`config.mk`:
```
export PLATFORM = sky130hd
export DESIGN_NAME = gol_generation_sequencer
export DESIGN_NICKNAME = d
export VERILOG_FILES = /design/src/rtl/gol_pkg.sv /design/src/rtl/get_next_state.sv /design/src/rtl/gol_generation_sequencer.sv
export SDC_FILE = /design/constraint.sdc
export NUM_CORES = 1
export LEC_CHECK = 0
export CORE_MARGIN = 2
export CORE_UTILIZATION = 30
export CTS_BUF_LIST = sky130_fd_sc_hd__clkbuf_4
export DETAILED_ROUTE_END_ITERATION = 16
export PLACE_DENSITY_LB_ADDON = 0.25
export SYNTH_ARGS = -nofsm -noshare
export SYNTH_HDL_FRONTEND = slang
export SYNTH_SLANG_ARGS = --single-unit
```
`constraint.sdc`:
```
create_clock -name clk -period 12.1 [get_ports clk]
set_clock_uncertainty 0.2 [all_clocks]
set_input_delay 1.815 -clock clk [delete_from_list [all_inputs] [get_ports clk]]
set_output_delay 1.815 -clock clk [all_outputs]
set_load 0.05 [all_outputs]
```
`src/rtl/gol_pkg.sv`:
```
`default_nettype none
// ============================================================================
// gol_pkg : shared board geometry, types and FSM states for the Life sequencer
// Revision 1.0
// ============================================================================
package gol_pkg;

  localparam int BOARD_W = 64;
  localparam int DIM     = 8;

  typedef logic [BOARD_W-1:0] board_t;

  typedef enum logic [1:0] {
    IDLE   = 2'd0,
    SWEEP  = 2'd1,
    DRAIN  = 2'd2,
    COMMIT = 2'd3
  } seq_state_t;

  function automatic logic [5:0] idx(input logic [2:0] x, input logic [2:0] y);
    return {y, x};
  endfunction

endpackage

`default_nettype wire

```
`src/rtl/get_next_state.sv`:
```
`default_nettype none
// ============================================================================
// get_next_state : registered Life rule for one cell of a toroidal 8x8 board
// Revision 1.0
// ============================================================================
module get_next_state
  import gol_pkg::*;
(
  input  logic [6:0]   bit_index,
  input  logic         clk,
  input  board_t       temp_reg,
  output logic         next_state
);

  logic [2:0] cx;
  logic [2:0] cy;
  logic [2:0] nx;
  logic [2:0] ny;
  logic [3:0] count;
  logic       alive;
  logic       rule_out;
  logic       unused_bit_index_msb;

  assign unused_bit_index_msb = bit_index[6];

  // 3-bit coordinate arithmetic wraps naturally, giving the torus for free.
  always_comb begin
    cx    = bit_index[2:0];
    cy    = bit_index[5:3];
    nx    = 3'd0;
    ny    = 3'd0;
    count = 4'd0;
    for (int dy = -1; dy <= 1; dy++) begin
      for (int dx = -1; dx <= 1; dx++) begin
        if (dx != 0 || dy != 0) begin
          nx    = cx + 3'(dx);
          ny    = cy + 3'(dy);
          count = count + 4'(temp_reg[idx(nx, ny)]);
        end
      end
    end
    alive    = temp_reg[bit_index[5:0]];
    rule_out = (count == 4'd3) || (alive && count == 4'd2);
  end

  always_ff @(posedge clk) begin
    next_state <= rule_out;
  end

endmodule

`default_nettype wire

```
`src/rtl/gol_generation_sequencer.sv`:
```
`default_nettype none
// ============================================================================
// gol_generation_sequencer : steps the 8x8 toroidal Life board N generations
// Revision 1.0
// ============================================================================
module gol_generation_sequencer
  import gol_pkg::*;
#(
  parameter int GEN_W = 16
) (
  input  logic             clk,
  input  logic             rst,
  input  logic             load,
  input  board_t           init_board,
  input  logic             start,
  input  logic [7:0]       gens,
  output board_t           board,
  output logic             busy,
  output logic             done,
  output logic             stable,
  output logic [GEN_W-1:0] gen_count
);

  seq_state_t       state_q, state_d;
  board_t           board_q, board_d;
  board_t           next_board_q, next_board_d;
  logic [GEN_W-1:0] gen_count_q, gen_count_d;
  logic             done_q, done_d;
  logic             stable_q, stable_d;
  logic [5:0]       index_q, index_d;
  logic [7:0]       remaining_q, remaining_d;
  logic [5:0]       cap_idx;
  logic             next_state;

  get_next_state u_eval (
    .bit_index  ({1'b0, index_q}),
    .clk        (clk),
    .temp_reg   (board_q),
    .next_state (next_state)
  );

  always_ff @(posedge clk or posedge rst) begin
    if (rst) begin
      state_q      <= IDLE;
      board_q      <= '0;
      next_board_q <= '0;
      gen_count_q  <= '0;
      done_q       <= 1'b0;
      stable_q     <= 1'b0;
      index_q      <= 6'd0;
      remaining_q  <= 8'd0;
    end else begin
      state_q      <= state_d;
      board_q      <= board_d;
      next_board_q <= next_board_d;
      gen_count_q  <= gen_count_d;
      done_q       <= done_d;
      stable_q     <= stable_d;
      index_q      <= index_d;
      remaining_q  <= remaining_d;
    end
  end

  always_comb begin
    state_d      = state_q;
    board_d      = board_q;
    next_board_d = next_board_q;
    gen_count_d  = gen_count_q;
    done_d       = 1'b0;
    stable_d     = stable_q;
    index_d      = index_q;
    remaining_d  = remaining_q;
    // Evaluator output lags the issued index by one cycle; in DRAIN the
    // index has wrapped to 0, so this also yields 63 there.
    cap_idx      = index_q - 6'd1;

    unique case (state_q)
      IDLE: begin
        if (load) begin
          board_d     = init_board;
          gen_count_d = '0;
        end else if (start) begin
          stable_d = 1'b0;
          if (gens == 8'd0) begin
            done_d = 1'b1;
          end else begin
            remaining_d = gens;
            index_d     = 6'd0;
            state_d     = SWEEP;
          end
        end
      end
      SWEEP: begin
        if (index_q != 6'd0) begin
          next_board_d[cap_idx] = next_state;
        end
        index_d = index_q + 6'd1;
        if (index_q == 6'd63) begin
          state_d = DRAIN;
        end
      end
      DRAIN: begin
        next_board_d[cap_idx] = next_state;
        state_d               = COMMIT;
      end
      COMMIT: begin
        board_d     = next_board_q;
        gen_count_d = gen_count_q + GEN_W'(1);
        remaining_d = remaining_q - 8'd1;
        if (next_board_q == board_q) begin
          stable_d = 1'b1;
          done_d   = 1'b1;
          state_d  = IDLE;
        end else if (remaining_q == 8'd1) begin
          done_d  = 1'b1;
          state_d = IDLE;
        end else begin
          state_d = SWEEP;
        end
      end
      default: state_d = IDLE;
    endcase
  end

  assign board     = board_q;
  assign busy      = (state_q != IDLE);
  assign done      = done_q;
  assign stable    = stable_q;
  assign gen_count = gen_count_q;

endmodule

`default_nettype wire

```
==> metrics.cfg <==
[die]
io_pins=159
die_x_microns=191
core_area_sq_um=34500
initial_core_util_pct=30.5
die_h_microns=191
dieArea_sq_um=36600
fp-row-count=68

[cts]
ctsResizeCount=0
clk_latency_ns=0.61
clockRootBuffer=clkbuf_4
cts-htree-levels=4
cts_buffer_depth=2
post_cts_buffers=0
cts_sinks=163
cts_tree=built
cts_hold_buf=0
numCtsBuffers=17
clkTransAtPathRegs_ns=0.16

[timing]
finalHoldViolations=0
period_minus_slack_ns=6.51
fmaxAchievable_ghz=0.154
relSlewSlack_pct=23.7
slew_violations=0
tightestPinTransition_ns=1.14
fin_hold_ws_ns=0.324
setup_tns_ns=0
rsz0062_at_grt=no
final.period_utilization_pct=53.8
setup_violations=0

[place]
hpwl_mm=26.4
io_buffers=158
placed_cells=1602
gp_congestion=0.924

[power_and_ir_drop]
clkPwrFrac_pct=9.4
combPwrFrac_pct=63.8
power_density_nw_per_um2=310
ir_worst_vdd_mv=0.144
p_leak_uw=0.00542
pwr-share-seq_pct=26.8
power.internal_uw=1880
swShare_pct=52.7
total_power_uw=3970
switchingPower_uw=2090

[setup_path]
crit_buf_inv=4
startpoint_type=flop
r2r_start=index_q[1]
cp_cell_sequence=clkinv_1, ha_1, mux4_2, mux2i_1, nand2_1, o21ai_0, mux2_2, mux2i_1, ha_1, inv_1, fa_1, fa_1, inv_1, fa_1, inv_1, fa_1, a2111oi_0, a21oi_1, a311oi_1
cp-end-kind=flop
critical_path_class=flop to flop
crit_path_max_fanout=32
crit_family=adder cells
startpoint=index_q[1]
cp_common_cell=fa_1
cp_slowest_stage_delay_ns=1.16
slowest_stage=ha_1
critPathRequiredTime_ns=12.43
critPathArrivalTime_ns=6.85

[global_route]
grt_max_degree=105
grt.overflow.total=0
grtUsageTotal_pct=19.5
antenna_found_initial=2
grt_pass1_vias=8407
grt_pass1_wl_mm=53.5

[route]
drtAntennaViolNets=0
vias_per_cell=5.23
drt_pass1_iterations=5
routedWlPerCell_microns=21.5
drt_iter0_markers=678
drc=0
postRouteWirelength_mm=35.2
vias=8548

[final_layout]
drive_above_1_share_pct=14.9
nFillCells=3530
layout.cells.non_filler=1635
fin_nets=1261
syn_to_final_growth_pct=21.6

[synthesis]
synth_warnings=0
syn_area_per_cell_sq_um=10.1
syn_area_sq_um=10500
synth-seq-cells=163
synth_edf_count=0
yosysTopAreaCellShare_pct=38.5
yosys.area.top_type=dfrtp_1
synth_cells=1045
synth.area.top_cells=dfrtp_1 39%, mux2_2 9.4%, mux2i_1 8.6%
ys.flop_type=dfrtp_1
ys_seq_area_share_pct=38.7
ys_async_sr_fraction_pct=99.4
ys_types=57
mappedNetlistNets=1140

[hold_path]
holdCritPathClass=flop to flop
min_from=gen_count[6]

[flow_run]
max-cap-violations=0

[run_status]
outcome=completed

-- layer usage --
| layer | GRT usage [%] | routed length (microns) | vias up |
|---|---|---|---|
| met5 | 0 | 12 | - |
| met4 | 5.50 | 648 | 2 |
| met3 | 2.99 | 1460 | 34 |
| met2 | 31.6 | 16800 | 231 |
| met1 | 27.0 | 16200 | 4298 |
| li1 | - | - | 3983 |
-- power by group through the flow --
| stage | sequential, uW | combinational (uW) | clock [uW] |
|---|---|---|---|
| after floorplan | 1290 | 1500 | 0 |
| after global placement | 1070 | 2500 | 0 |
| after detailed placement | 1080 | 2540 | 0 |
| after CTS | 1060 | 2550 | 384 |
| after global routing | 1090 | 2750 | 405 |
| final | 1060 | 2530 | 375 |
-- layout make-up --
cell class | count | area, sq um | share of cell area, %
antenna | 1 | 2.50 | 0.0195
clock buffer | 17 | 128 | 0.997
clock inverter | 15 | 188 | 1.47
inverter | 24 | 95.1 | 0.743
multi-input combinational | 792 | 6090 | 47.6
sequential | 163 | 4080 | 31.8
tap | 455 | 569 | 4.45
timing repair buffer | 168 | 1660 | 12.9
-- sequential cells by signal, summed over array words and instances (netlist names) --
signal / count
index_q: 6
state_q: 2
remaining_q: 8
stable: 1
board: 64
u_eval.next_state: 1
next_board_q: 64
done: 1
gen_count: 16
-- logic make-up after synthesis --
group	synth area share [%]
flops	38.7
fa+ha+maj	2.54
simple gates	13.4
xor+xnor	6.83
buf+inv	3.71
mux	26.1
compound gates	8.76
-- placed cells by master, fill, tap and decap left out, types with 7 or more instances in the layout --
cell / count
a21oi_1: 32
and3_1: 11
buf_4: 10
clkbuf_4: 17
clkdlybuf4s50_1: 158
dfrtp_1: 161
ha_1: 14
inv_1: 20
mux2_2: 88
mux2i_1: 89
mux4_2: 38
nand2_1: 152
nand3_1: 24
nor2_1: 65
nor3_1: 8
nor4_1: 18
o21ai_0: 88
o31ai_1: 8
or3_1: 7
xnor2_1: 7
xor2_1: 72
-- worst register-to-register path, delay by kind of cell (launching register included) --
| kind | cells | cell delay, ns |
|---|---|---|
| compound gates | 4 | 0.73 |
| fa+ha+maj | 6 | 2.99 |
| buf+inv | 4 | 0.60 |
| flops | 1 | 0.91 |
| mux | 4 | 0.95 |
| simple gates | 1 | 0.08 |
-- cells in the mapped netlist, drive strengths merged, types with 2 or more instances --
cell type,instances
mux4,38
buf,26
o21ai,93
nor4,18
inv,22
nor2,65
o31ai,8
fa,4
a31oi,3
a32oi,2
xor2,73
mux2,88
o211ai,3
nor3,8
a211oi,6
a22o,2
xnor2,7
nand2b,6
dfrtp,162
nand4,6
a21o,4
and2,3
nor4bb,2
ha,15
nand2,152
and3,11
nand3,24
o22ai,2
nor2b,4
or3,7
nor4b,2
a21oi,32
clkbuf,40
clkinv,2
a32o,2
mux2i,90
-- worst paths after layout --
path                                endpoint  slack [ns]  depth (start not counted)
min in group asynchronous          board[58]        1.60                          2
max                        u_eval.next_state        5.59                         19
min reg2reg                     gen_count[6]        0.32                          1
min                             gen_count[6]        0.32                          1
max reg2reg                u_eval.next_state        5.59                         19
max in group asynchronous          board[42]        8.74                          3
-- stage by stage --
step	setup WS [ns]	cell area (sq um)	util, %
after global routing	5.05	12800	37.1
final	5.59	12800	37.1
after CTS	5.53	12800	37.1
after detailed placement	5.54	12500	36.1
after global placement	5.74	12500	36.1
after floorplan	5.71	10500	-
No activity file was read; power rests on OpenSTA's default activity.
